==> src/rtl/bmem_burst_arbiter.sv <==
`default_nettype none
// ============================================================================
// Module   : bmem_burst_arbiter
// Brief    : Round-robin N-port arbiter that multiplexes cache burst
//            requesters onto the single bmem burst interface.
// Revision : 1.0 - initial release
// ============================================================================
module bmem_burst_arbiter #(
    parameter int NUM_PORTS = 2,
    parameter int ADDR_W    = 32,
    parameter int DATA_W    = 64,
    parameter int BURST_LEN = 4
) (
    input  logic                        clk,
    input  logic                        rst,
    input  logic [NUM_PORTS*ADDR_W-1:0] port_addr,
    input  logic [NUM_PORTS-1:0]        port_read,
    input  logic [NUM_PORTS-1:0]        port_write,
    input  logic [NUM_PORTS*DATA_W-1:0] port_wdata,
    output logic [NUM_PORTS-1:0]        port_wack,
    output logic [DATA_W-1:0]           port_rdata,
    output logic [NUM_PORTS-1:0]        port_rvalid,
    output logic [NUM_PORTS-1:0]        port_done,
    output logic [NUM_PORTS-1:0]        port_grant,
    output logic [ADDR_W-1:0]           bmem_addr,
    output logic                        bmem_read,
    output logic                        bmem_write,
    output logic [DATA_W-1:0]           bmem_wdata,
    input  logic                        bmem_ready,
    input  logic [ADDR_W-1:0]           bmem_raddr,
    input  logic [DATA_W-1:0]           bmem_rdata,
    input  logic                        bmem_rvalid,
    output logic                        err_stray_rvalid
);

    localparam int c_IDX_W  = $clog2(NUM_PORTS);
    localparam int c_BEAT_W = $clog2(BURST_LEN);

    localparam logic [1:0] c_ST_IDLE    = 2'd0;
    localparam logic [1:0] c_ST_RD_CMD  = 2'd1;
    localparam logic [1:0] c_ST_RD_DATA = 2'd2;
    localparam logic [1:0] c_ST_WR_DATA = 2'd3;

    localparam logic [c_BEAT_W-1:0] c_LAST_BEAT = c_BEAT_W'(BURST_LEN - 1);

    logic [1:0]           r_state;
    logic [1:0]           w_state_nxt;
    logic [c_IDX_W-1:0]   r_last_grant;
    logic [c_IDX_W-1:0]   r_grant_idx;
    logic [c_IDX_W-1:0]   w_win_idx;
    logic [c_IDX_W-1:0]   w_cand;
    logic                 w_win_found;
    logic [NUM_PORTS-1:0] r_grant;
    logic [NUM_PORTS-1:0] w_req;
    logic [c_BEAT_W-1:0]  r_beat;
    logic                 r_err_stray;
    logic                 w_rd_beat;
    logic                 w_wr_beat;
    logic                 w_last;
    logic                 w_unused_raddr;

    logic [ADDR_W-1:0] w_addr_arr  [NUM_PORTS];
    logic [DATA_W-1:0] w_wdata_arr [NUM_PORTS];

    for (genvar g = 0; g < NUM_PORTS; g++) begin : g_unpack
        assign w_addr_arr[g]  = port_addr[g*ADDR_W +: ADDR_W];
        assign w_wdata_arr[g] = port_wdata[g*DATA_W +: DATA_W];
    end

    // Returning read addresses are deliberately not cross-checked.
    assign w_unused_raddr = ^bmem_raddr;

    assign w_req     = port_read | port_write;
    assign w_rd_beat = (r_state == c_ST_RD_DATA) && bmem_rvalid;
    assign w_wr_beat = (r_state == c_ST_WR_DATA) && bmem_ready;
    assign w_last    = (r_beat == c_LAST_BEAT);

    // Scan starts just after the previous owner, so the previous owner has lowest priority.
    always_comb begin
        w_win_found = 1'b0;
        w_win_idx   = '0;
        w_cand      = '0;
        for (int k = 1; k <= NUM_PORTS; k++) begin
            w_cand = c_IDX_W'((int'(r_last_grant) + k) % NUM_PORTS);
            if (!w_win_found && w_req[w_cand]) begin
                w_win_found = 1'b1;
                w_win_idx   = w_cand;
            end
        end
    end

    always_comb begin
        w_state_nxt = r_state;
        case (r_state)
            c_ST_IDLE: begin
                if (w_win_found) begin
                    w_state_nxt = port_write[w_win_idx] ? c_ST_WR_DATA : c_ST_RD_CMD;
                end
            end
            c_ST_RD_CMD: begin
                if (bmem_ready) begin
                    w_state_nxt = c_ST_RD_DATA;
                end
            end
            c_ST_RD_DATA: begin
                if (w_rd_beat && w_last) begin
                    w_state_nxt = c_ST_IDLE;
                end
            end
            c_ST_WR_DATA: begin
                if (w_wr_beat && w_last) begin
                    w_state_nxt = c_ST_IDLE;
                end
            end
            default: w_state_nxt = c_ST_IDLE;
        endcase
    end

    always_ff @(posedge clk) begin
        if (rst) begin
            r_state <= c_ST_IDLE;
        end else begin
            r_state <= w_state_nxt;
        end
    end

    always_ff @(posedge clk) begin
        if (rst) begin
            r_last_grant <= c_IDX_W'(NUM_PORTS - 1);
            r_grant_idx  <= '0;
            r_grant      <= '0;
            r_beat       <= '0;
            r_err_stray  <= 1'b0;
        end else begin
            if (r_state == c_ST_IDLE && w_win_found) begin
                r_grant_idx  <= w_win_idx;
                r_last_grant <= w_win_idx;
                r_grant      <= NUM_PORTS'(1) << w_win_idx;
            end else if (r_state != c_ST_IDLE && w_state_nxt == c_ST_IDLE) begin
                r_grant <= '0;
            end

            // Power-of-two burst length lets the counter wrap to 0 on the last beat.
            if (r_state == c_ST_IDLE) begin
                r_beat <= '0;
            end else if (w_rd_beat || w_wr_beat) begin
                r_beat <= r_beat + 1'b1;
            end

            if (bmem_rvalid && r_state != c_ST_RD_DATA) begin
                r_err_stray <= 1'b1;
            end
        end
    end

    assign port_grant       = r_grant;
    assign bmem_read        = (r_state == c_ST_RD_CMD);
    assign bmem_write       = (r_state == c_ST_WR_DATA);
    assign bmem_addr        = (r_state != c_ST_IDLE) ? w_addr_arr[r_grant_idx] : '0;
    assign bmem_wdata       = bmem_write ? w_wdata_arr[r_grant_idx] : '0;
    assign port_rdata       = w_rd_beat ? bmem_rdata : '0;
    assign port_rvalid      = w_rd_beat ? r_grant : '0;
    assign port_wack        = w_wr_beat ? r_grant : '0;
    assign port_done        = ((w_rd_beat || w_wr_beat) && w_last) ? r_grant : '0;
    assign err_stray_rvalid = r_err_stray;

`ifndef SYNTHESIS
    // The owning port must keep its request up until its burst completes.
    a_grant_held : assert property (@(posedge clk) disable iff (rst)
        (r_state != c_ST_IDLE) |-> |(w_req & r_grant));
`endif

endmodule
`default_nettype wire

==> config.mk <==
export PLATFORM = sky130hd
export DESIGN_NAME = bmem_burst_arbiter
export DESIGN_NICKNAME = d
export VERILOG_FILES = /design/src/rtl/bmem_burst_arbiter.sv
export SDC_FILE = /design/constraint.sdc
export NUM_CORES = 1
export LEC_CHECK = 0
export ABC_AREA = 1
export BUFFER_PORTS_ARGS = -buffer_cell sky130_fd_sc_hd__buf_2
export CORE_AREA = 4 4 182 184
export CTS_CLUSTER_DIAMETER = 100
export DETAILED_ROUTE_END_ITERATION = 6
export DIE_AREA = 0 0 186 188
export GPL_TIMING_DRIVEN = 0
export PLACE_DENSITY = 0.3
export SLEW_MARGIN = 30
export SYNTH_ARGS = -nofsm -noshare
export SYNTH_HDL_FRONTEND = slang
export SYNTH_SLANG_ARGS = --single-unit
==> constraint.sdc <==
create_clock -name clk -period 1.15 [get_ports clk]
set_input_delay 0.1725 -clock clk [delete_from_list [all_inputs] [get_ports clk]]
set_output_delay 0.1725 -clock clk [all_outputs]
set_load 0.02 [all_outputs]
==> out/qor.csv, run 1 <==
stage,metric,value,unit
final_layout,final_cells,1407,
placed_design,dp.cells,1367,
pwr,max-vdd-ir-drop,0.000501,V
synth,synth.area.top_cells,"nand2_1, a21oi_1, inv_1",
grt,grt_max_degree,11,
synth,yosys_warnings,0,
worst_setup_path,path_max_fanout,6,
final_layout,final_util,28.2,%
die,rows,65,
synth,ys_seq_area_share,7.76,%
final_layout,nets,1300,
sta,maxSlewViolCount,0,
synth,synth_top_area_share,34.9,%
placed_design,port_buffers,434,
grt,grt-ovfl-total,0,
drt,routed_wl,22.3,mm
clock_tree,cts_buffers,3,
synth,syn_area,2320,sq um
pwr,p_per_area,957,nW/um^2
worst_setup_path,endpoint_kind,primary output,
worst_hold_path,hold_path.class,primary input to register,
drt,wl_per_cell,15.8,um
grt,grt_pass1_vias,4967,
synth,syn-instance-count,531,
sta,maxSlewHeadroom,76.2,%
worst_setup_path,path_class,register to primary output,
clock_tree,clkSinkCount,9,
grt,grt_first_pass_wirelength,30.1,mm
synth,syn-num-nets,828,
sta,fmax,0.607,GHz
pwr,power,8.48,mW
sta,finalCritPeriodShare,143,%
final_layout,final_cell_mix,"buf_2, nand2_1, buf_6",
worst_setup_path,arrival,1.47,ns
clock_tree,cts_tree,done,
final_layout,final_common_cell,buf_2,
clock_tree,clk_pin_slew,0.04,ns
synth,yosys.area.top_type,nand2_1,
worst_setup_path,cp.buffers_inverters,5,
synth,yosysUniqueCellTypes,15,
worst_setup_path,cp_slowest_cell,dfxtp_4,
die,die_width,186,um
grt,antenna_found_initial,3,
sta,tightest_slew,0.353,ns
sta,grt_setup_unrepaired,yes,
final_layout,drive_gt1_share,76.2,%
pwr,p_leak,4.19,nW
drt,vias,5079,
drt,viasPerCell,3.61,
final_layout,area_delta_synth_final,282,%
status,violations,negative setup slack,
drt,drtPass1Iterations,6,
synth,yosys_register_bits,9,
die,die_y,188,um
sta,min_period,1.65,ns
worst_setup_path,cpPeakStageDelay,0.36,ns
run,maxCapViolCount,0,
clock_tree,worst_skew_pair.late_latency,0.23,ns
synth,syn_area_per_cell,4.37,sq um
die,start_util,7.40,%
clock_tree,ctsHtreeMaxLevel,1,
grt,track_usage,11.0,%
drt,drt_iter0_drc,75,
sta,hold_viol,0,
die,coreArea,31400,sq um
die,fp.dieArea,35000,sq um
sta,setup_violations,169,
clock_tree,cts-root-buf,clkbuf_16,
drt,route.detailed.drc,0,
sta,fin_ws,-0.497,ns
worst_setup_path,worstPathRequired,0.98,ns
placed_design,globalplace.congestion,0.777,
drt,ant_nets,0,
worst_setup_path,cp-start-kind,register,
worst_setup_path,path_delay_family,buffers and inverters,
placed_design,dp_hpwl,18.0,mm
final_layout,fill_cells,3503,
status,status,"complete, but fails checks",
sta,skew,0.000907,ns
clock_tree,hold_buffers,0,
worst_setup_path,cp_common_cell,buf_12,
worst_setup_path,cp_cell_sequence,buf_12 > inv_16 > buf_16 > buf_12 > nand2_2 > a21oi_4 > buf_6,
die,io_pins,467,
clock_tree,cts_buffer_depth,2,
placed_design,dp_slack,-0.589,ns
==> report_power, final <==
group	switching [mW]	total, mW	internal, mW
logic	4.01	7.42	3.40
clock network	0.139	0.602	0.462
registers	0.0824	0.465	0.383
==> cell type report <==
class	instances	area, sq um	share of cell area (%)
diodes	3	7.51	0.0847
plain buffers	35	674	7.61
clock buffers	4	78.8	0.890
inverters	79	320	3.61
multi-input cells	405	3400	38.4
flip-flops and latches	9	191	2.16
well taps	402	503	5.68
repair buffers	469	3670	41.4
repair inverters	1	16.3	0.184
==> sequential cells by signal, summed over array words and instances, names as in the netlist <==
register and cells:
err_stray_rvalid 1, port_grant 2, r_beat 2, r_grant_idx 1, r_last_grant 1, r_state 2
==> worst reg2reg max path, cell delays in order, from the launching register on <==
cell	delay [ns]
dfxtp_4	0.37
inv_4	0.07
nand3_4	0.12
buf_6	0.15
nand2_4	0.09
buf_6	0.12
inv_4	0.03
nand2_2	0.05
a21oi_2	0.05
==> synth_stat cells <==
master,count
nand3_1,4
inv_2,1
buf_2,19
a21oi_1,105
o21ai_0,2
dfxtp_1,9
clkbuf_1,18
nand4_1,1
nor2_1,74
a31oi_1,1
inv_1,78
nand2_1,216
buf_4,1
nor2_2,1
ha_1,1
==> per-layer routing <==
layer / GRT usage [%] / vias to the layer above / share of wire, %
met3: 1.92 / 12 / 6.3
li1: - / 2556 / -
met2: 21.0 / 194 / 55
met5: 0 / - / 0
met4: 1.51 / 0 / 0.91
met1: 13.1 / 2317 / 38
==> what timing repair did <==
action | 4_1_cts | 5_1_grt
endpoints found under the hold margin | 0 | 0
setup endpoints to repair | 175 | 176
gates cloned | 5 | 12
pin swaps | 6 | 34
buffers inserted | 4 | 16
resized for setup | 213 | 307
==> through the flow <==
stage	hold slack (ns)	setup TNS [ns]	cell area, sq um
after floorplan	0.234	-2.10	3820
after global placement	0.439	-51.94	6500
after detailed placement	0.434	-51.94	6500
after CTS	0.196	-72.38	7410
after global routing	0.202	-76.93	8860
final	0.196	-66.04	8860
==> kinds of logic (layout without fill, tap and decap cells) <==
group / count (synthesis) / count (layout) / share of synthesized area (%)
DFF: 9 / 9 / 7.76
adders and majority gates: 1 / 1 / 0.539
other: 0 / 3 / 0
buffers and inverters: 117 / 588 / 20.1
AOI/OAI and AO/OA: 108 / 108 / 23.3
and+or+nand+nor: 296 / 296 / 48.3
==> final timing paths <==
check | slack (ns) | start | end | cells past startpoint
hold reg to reg | 0.45 | err_stray_rvalid$_SDFFE_PP0P_ | err_stray_rvalid$_SDFFE_PP0P_ | 2
setup reg to reg | -0.01 | r_state[0]$_SDFF_PP0_ | r_beat[0]$_SDFFE_PP0N_ | 8
setup / recovery | -0.50 | r_grant_idx$_SDFFE_PP0P_ | bmem_wdata[49] | 7
hold / removal | 0.20 | rst | r_state[0]$_SDFF_PP0_ | 2
Power figures use the tool's default switching activity.
==> run 2: changes to the inputs <==
CORE_AREA = 4 4 180 182   (was 4 4 182 184)
DIE_AREA = 0 0 184 186   (was 0 0 186 188)
SETUP_SLACK_MARGIN = 0.15   (was default)
SLEW_MARGIN = 20   (was 30)
clock period = 1.92 ns   (was 1.15 ns; I/O delays follow)
==> out/qor.csv, run 2 (synthesis results as in run 1) <==
stage,metric,value,unit,change
drt,route.detailed.drc,0,,unchanged
grt,grt_pass1_vias,4497,,-9.5%
clock_tree,clk_pin_slew,0.04,ns,about the same
clock_tree,cts_tree,done,,
final_layout,fill_cells,3669,,+4.7%
grt,grt_max_degree,11,,unchanged
sta,setup_violations,0,,-100%
worst_setup_path,worstPathRequired,1.63,ns,+0.65 ns
worst_hold_path,hold_path.class,primary input to register,,
die,fp.dieArea,34200,sq um,-2.1%
grt,grt-ovfl-total,0,,unchanged
clock_tree,ctsHtreeMaxLevel,1,,unchanged
grt,track_usage,10.0,%,-1.0 points
die,coreArea,30600,sq um,-2.6%
worst_setup_path,cp-start-kind,register,,
die,io_pins,467,,unchanged
grt,antenna_found_initial,1,,-2
drt,drtPass1Iterations,5,,-1
drt,vias,4729,,-6.9%
placed_design,dp_hpwl,17.0,mm,-5.6%
sta,finalCritPeriodShare,89.1,%,
sta,tightest_slew,0.315,ns,-0.0383 ns
placed_design,globalplace.congestion,0.800,,+3.0%
drt,wl_per_cell,14.4,um,-9.0%
pwr,power,3.34,mW,-61%
clock_tree,cts_buffers,3,,unchanged
placed_design,post_dp_cell_area,4990,sq um,-23%
clock_tree,cts_buffer_depth,2,,unchanged
sta,grt_setup_unrepaired,yes,,
final_layout,final_cells,1374,,-2.3%
sta,fmax,0.584,GHz,
clock_tree,clkSinkCount,9,,unchanged
final_layout,final_common_cell,buf_2,,
run,maxCapViolCount,0,,unchanged
worst_setup_path,path_max_fanout,10,,+4
drt,ant_nets,0,,unchanged
final_layout,postLayoutCellArea,5610,sq um,-37%
clock_tree,worst_skew_pair.late_latency,0.23,ns,about the same
placed_design,dp.cells,1361,,-0.44%
grt,grt_first_pass_wirelength,26.7,mm,-11%
sta,skew,0.00178,ns,+0.000878 ns
sta,hold_slack,0.301,ns,+0.105 ns
final_layout,area_delta_synth_final,142,%,
die,die_width,184,um,-1.1%
worst_setup_path,endpoint_kind,primary output,,
clock_tree,hold_buffers,0,,unchanged
final_layout,nets,1275,,-1.9%
die,start_util,7.59,%,+0.19 points
sta,maxSlewViolCount,0,,unchanged
sta,min_period,1.71,ns,
die,die_y,186,um,-1.1%
drt,routed_wl,19.8,mm,-11%
sta,hold_viol,0,,unchanged
worst_setup_path,arrival,1.42,ns,-0.05 ns
drt,viasPerCell,3.44,,-4.7%
die,rows,64,,-1.5%
final_layout,final_cell_mix,"buf_2, nand2_1, a21oi_1",,
pwr,p_leak,3.52,nW,-16%
worst_setup_path,path_class,register to primary output,,
clock_tree,cts-root-buf,clkbuf_16,,
sta,maxSlewHeadroom,78.8,%,+2.6 points
pwr,max-vdd-ir-drop,0.000230,V,-54%
drt,drt_iter0_drc,141,,+88%
final_layout,drive_gt1_share,53.1,%,-23 points
pwr,p_per_area,595,nW/um^2,-38%
placed_design,port_buffers,434,,unchanged
status,status,"finished, final reports clean",,
run 2: cell count changes in the layout (fill, tap and decap cells not counted), moves of 62 or more:
cell	before	now
a21oi_4	63	1
a21oi_1	7	84
nand2_1	140	210
buf_6	130	7
nor2_1	4	72
buf_2	276	401
nor2_4	69	1
run 2: power breakdown:
group / switching (mW) / internal [mW] / total (mW)
Sequential: 0.0405 / 0.229 / 0.269
Combinational: 1.68 / 1.02 / 2.70
Clock: 0.0873 / 0.277 / 0.365
run 2: metal layers:
layer | vias to the layer above | share of wire (%) | global-route usage [%]
li1 | 2491 | - | -
met1 | 2030 | 40 | 12.3
met2 | 198 | 53 | 19.1
met3 | 10 | 6.0 | 1.19
met4 | 0 | 0.83 | 1.51
met5 | - | 0 | 0
run 2: what timing repair did:
item / CTS / global route
buffers inserted: 5 / 2
cloned: 0 / 1
resized for setup: 91 / 80
pin swaps: 1 / 2
endpoints found under the setup margin: 148 / 128
run 2: worst max-delay path, cell delays in order (launching register included):
cell and delay [ns]:
dfxtp_4 0.38, nand2_2 0.08, buf_6 0.16, buf_4 0.19
a21oi_1 0.17, buf_2 0.20
run 2: metrics by stage:
| step | worst slack (ns) | util (%) | setup TNS (ns) |
|---|---|---|---|
| after floorplan | 0.379 | - | 0 |
| after global placement | -0.412 | 16.3 | -3.99 |
| after detailed placement | -0.419 | 16.3 | -3.96 |
| after CTS | 0.0607 | 17.5 | 0 |
| after global routing | 0.123 | 18.3 | 0 |
| final | 0.209 | 18.3 | 0 |
run 2: path summary, 6_finish.rpt:
check / startpoint / to / slack, ns / cells after the start
worst min register to register: err_stray_rvalid$_SDFFE_PP0P_ / err_stray_rvalid$_SDFFE_PP0P_ / 0.45 / 2
worst max-delay path: r_state[0]$_SDFF_PP0_ / bmem_wdata[15] / 0.21 / 5
worst max register to register: r_beat[0]$_SDFFE_PP0N_ / r_state[1]$_SDFF_PP0_ / 0.77 / 6
worst min-delay path: rst / r_state[0]$_SDFF_PP0_ / 0.30 / 2
run 2: cell type report:
| cell class | count | area (sq um) | area share, % |
|---|---|---|---|
| timing repair buffer | 442 | 2370 | 42.2 |
| multi-input combinational | 405 | 1800 | 32.1 |
| tap | 396 | 495 | 8.83 |
| buffer | 38 | 367 | 6.54 |
| inverter | 79 | 309 | 5.51 |
| sequential | 9 | 189 | 3.37 |
| clock buffer | 4 | 78.8 | 1.41 |
| antenna | 1 | 2.50 | 0.0446 |
==> run 3: changes to the inputs <==
CORE_AREA = 4 4 181 183   (was 4 4 180 182)
DIE_AREA = 0 0 185 187   (was 0 0 184 186)
clock period = 1.7 ns   (was 1.92 ns; I/O delays follow)
==> out/qor.csv, run 3 (synthesis results as in run 1) <==
stage,metric,value,unit,change
status,status,"complete, but fails checks",,
status,violations,negative setup slack,,
drt,vias,5055,,+6.9%
final_layout,diodes,0,,-1
pwr,seqPwrFrac,5.9,%,-2.2 points
pwr,p_int,2.61,mW,+70%
die,die_y,187,um,+0.54%
drt,route.detailed.drc,0,,unchanged
clock_tree,cts_tree,done,,
die,io_pins,467,,unchanged
sta,tightest_slew,0.284,ns,-0.0308 ns
placed_design,dp_slack,-0.454,ns,-0.0346 ns
drt,viasPerCell,3.61,,+4.8%
worst_hold_path,hold_path.class,primary input to register,,
sta,setup_violations,1,,+1
final_layout,nets,1297,,+1.7%
grt,grt_max_degree,11,,unchanged
sta,hold_viol,0,,unchanged
drt,drt_iter0_drc,122,,-13%
clock_tree,hold_buffers,0,,unchanged
sta,hold_slack,0.281,ns,-0.0202 ns
final_layout,area_delta_synth_final,242,%,
pwr,netSwitchingFraction,50.0,%,-4.1 points
pwr,p_leak,4.05,nW,+15%
sta,fin_ws,-0.00609,ns,-0.215 ns
pwr,p_per_area,657,nW/um^2,+11%
worst_setup_path,worstSetupEndpoint,bmem_wdata[31],,
die,coreArea,31200,sq um,+2.1%
worst_setup_path,rrSetupSlack,0.38,ns,-0.39 ns
clock_tree,clk_pin_slew,0.04,ns,about the same
die,fp.dieArea,34600,sq um,+1.1%
sta,grt_setup_unrepaired,yes,,
worst_setup_path,path_max_fanout,8,,-2
pwr,power_switching,2.61,mW,+45%
die,die_width,185,um,+0.54%
worst_setup_path,ff2ff_path_depth,7,,+1
final_layout,fill_cells,3584,,-2.3%
grt,antenna_found_initial,0,,-1
final_layout,postLayoutCellArea,7940,sq um,+42%
run,maxCapViolCount,0,,unchanged
final_layout,final_common_cell,buf_2,,
sta,fmax,0.586,GHz,
worst_setup_path,endpoint_kind,primary output,,
pwr,power,5.22,mW,+56%
worst_setup_path,r2r_end,r_state[1]$_SDFF_PP0_,,
final_layout,final_cells,1401,,+2.0%
clock_tree,cts-root-buf,clkbuf_16,,
placed_design,dp_hpwl,17.3,mm,+1.7%
clock_tree,worst_skew_pair.late_latency,0.24,ns,about the same
grt,grt_first_pass_wirelength,28.8,mm,+7.6%
sta,min_period,1.71,ns,
sta,maxSlewViolCount,0,,unchanged
worst_setup_path,worstPathRequired,1.44,ns,-0.19 ns
worst_setup_path,timing.rr.start,r_state[0]$_SDFF_PP0_,,
worst_setup_path,path_class,register to primary output,,
drt,routed_wl,21.8,mm,+10%
clock_tree,cts_buffer_depth,2,,unchanged
final_layout,drive_gt1_share,70.3,%,+17 points
drt,wl_per_cell,15.6,um,+8.1%
placed_design,port_buffers,434,,unchanged
pwr,pwr-share-comb,86.1,%,+5.1 points
drt,ant_nets,0,,unchanged
sta,finalCritPeriodShare,100,%,
pwr,max-vdd-ir-drop,0.000279,V,+21%
placed_design,globalplace.congestion,0.786,,-1.8%
grt,grt_pass1_vias,4725,,+5.1%
sta,skew,0.00449,ns,+0.00270 ns
sta,maxSlewHeadroom,80.9,%,+2.1 points
drt,drtPass1Iterations,4,,-1
grt,grt-ovfl-total,0,,unchanged
worst_setup_path,cp-start-kind,register,,
placed_design,post_dp_cell_area,5000,sq um,+0.15%
final_layout,final_cell_mix,"buf_2, nand2_1, buf_6",,
clock_tree,cts_buffers,3,,unchanged
pwr,power_frac_clock,8.0,%,-2.9 points
clock_tree,ctsHtreeMaxLevel,1,,unchanged
clock_tree,clkSinkCount,9,,unchanged
grt,track_usage,10.7,%,+0.65 points
worst_setup_path,arrival,1.45,ns,+0.03 ns
die,rows,65,,+1.6%
die,start_util,7.44,%,-0.16 points
placed_design,dp.cells,1367,,+0.44%
worst_setup_path,worstSetupStartpoint,r_grant_idx$_SDFFE_PP0P_,,
## run 3: changes by cell type in the layout (fill, tap and decap cells not counted), sizes merged
cell,delta
buf,+12
diode,-1
clkbuf,+9
clkinv,+1
## run 3: routing by layer
layer | GRT usage (%) | part of all wire [%] | wire (um) | up-vias
met5 | 0 | 0 | 0 | -
met4 | 0.791 | 0.60 | 131 | 0
met3 | 1.61 | 5.7 | 1250 | 10
met2 | 21.0 | 56 | 12200 | 183
met1 | 12.5 | 38 | 8290 | 2323
li1 | - | - | - | 2539
## run 3: critical path, stage by stage, from the launching register on
cell and delay, ns:
dfxtp_2 0.32, buf_12 0.15, clkinv_16 0.08, clkbuf_16 0.16
buf_16 0.14, nand2_4 0.05, a21oi_2 0.14, buf_4 0.16
## run 3: worst min-delay path by stage
stage,from,to,slack [ns],cells past startpoint
final,rst,r_grant_idx$_SDFFE_PP0P_,0.28,2
after global placement,err_stray_rvalid$_SDFFE_PP0P_,err_stray_rvalid$_SDFFE_PP0P_,0.44,2
after global routing,rst,r_state[1]$_SDFF_PP0_,0.31,2
after detailed placement,err_stray_rvalid$_SDFFE_PP0P_,err_stray_rvalid$_SDFFE_PP0P_,0.45,2
after floorplan,rst,err_stray_rvalid$_SDFFE_PP0P_,0.32,1
after CTS,rst,r_grant_idx$_SDFFE_PP0P_,0.29,2
## run 3: area by class of cell
cell class                 count  area, sq um  area share (%)
buffer                        38          582            7.33
clock inverter                 1         5.00          0.0630
sequential                     9          189            2.38
multi-input combinational    405         2790            35.1
tap                          402          503            6.33
timing repair buffer         464         3470            43.8
inverter                      79          325            4.10
clock buffer                   3         75.1           0.945
## run 3: per-stage QoR
step                      utilization, %   TNS, ns
after global routing                25.4     -1.16
after global placement              16.0    -17.86
after CTS                           21.0   -0.0983
final                               25.4  -0.00609
after detailed placement            16.0    -16.99
after floorplan                        -         0
## run 3: timing repair
| item | CTS | global route |
|---|---|---|
| gates resized for setup | 410 | 295 |
| pin swaps | 11 | 25 |
| gates cloned | 5 | 8 |
| setup buffers | 10 | 7 |
| endpoints found under the setup margin | 172 | 164 |
## run 3: power by group through the flow
stage / logic (mW) / clock network [mW] / registers (mW)
2_1_floorplan: 1.48 / 0 / 0.296
3_3_place_gp: 2.72 / 0 / 0.289
3_5_place_dp: 2.69 / 0 / 0.289
4_1_cts: 3.75 / 0.430 / 0.309
5_1_grt: 4.80 / 0.448 / 0.314
6_report: 4.49 / 0.420 / 0.307
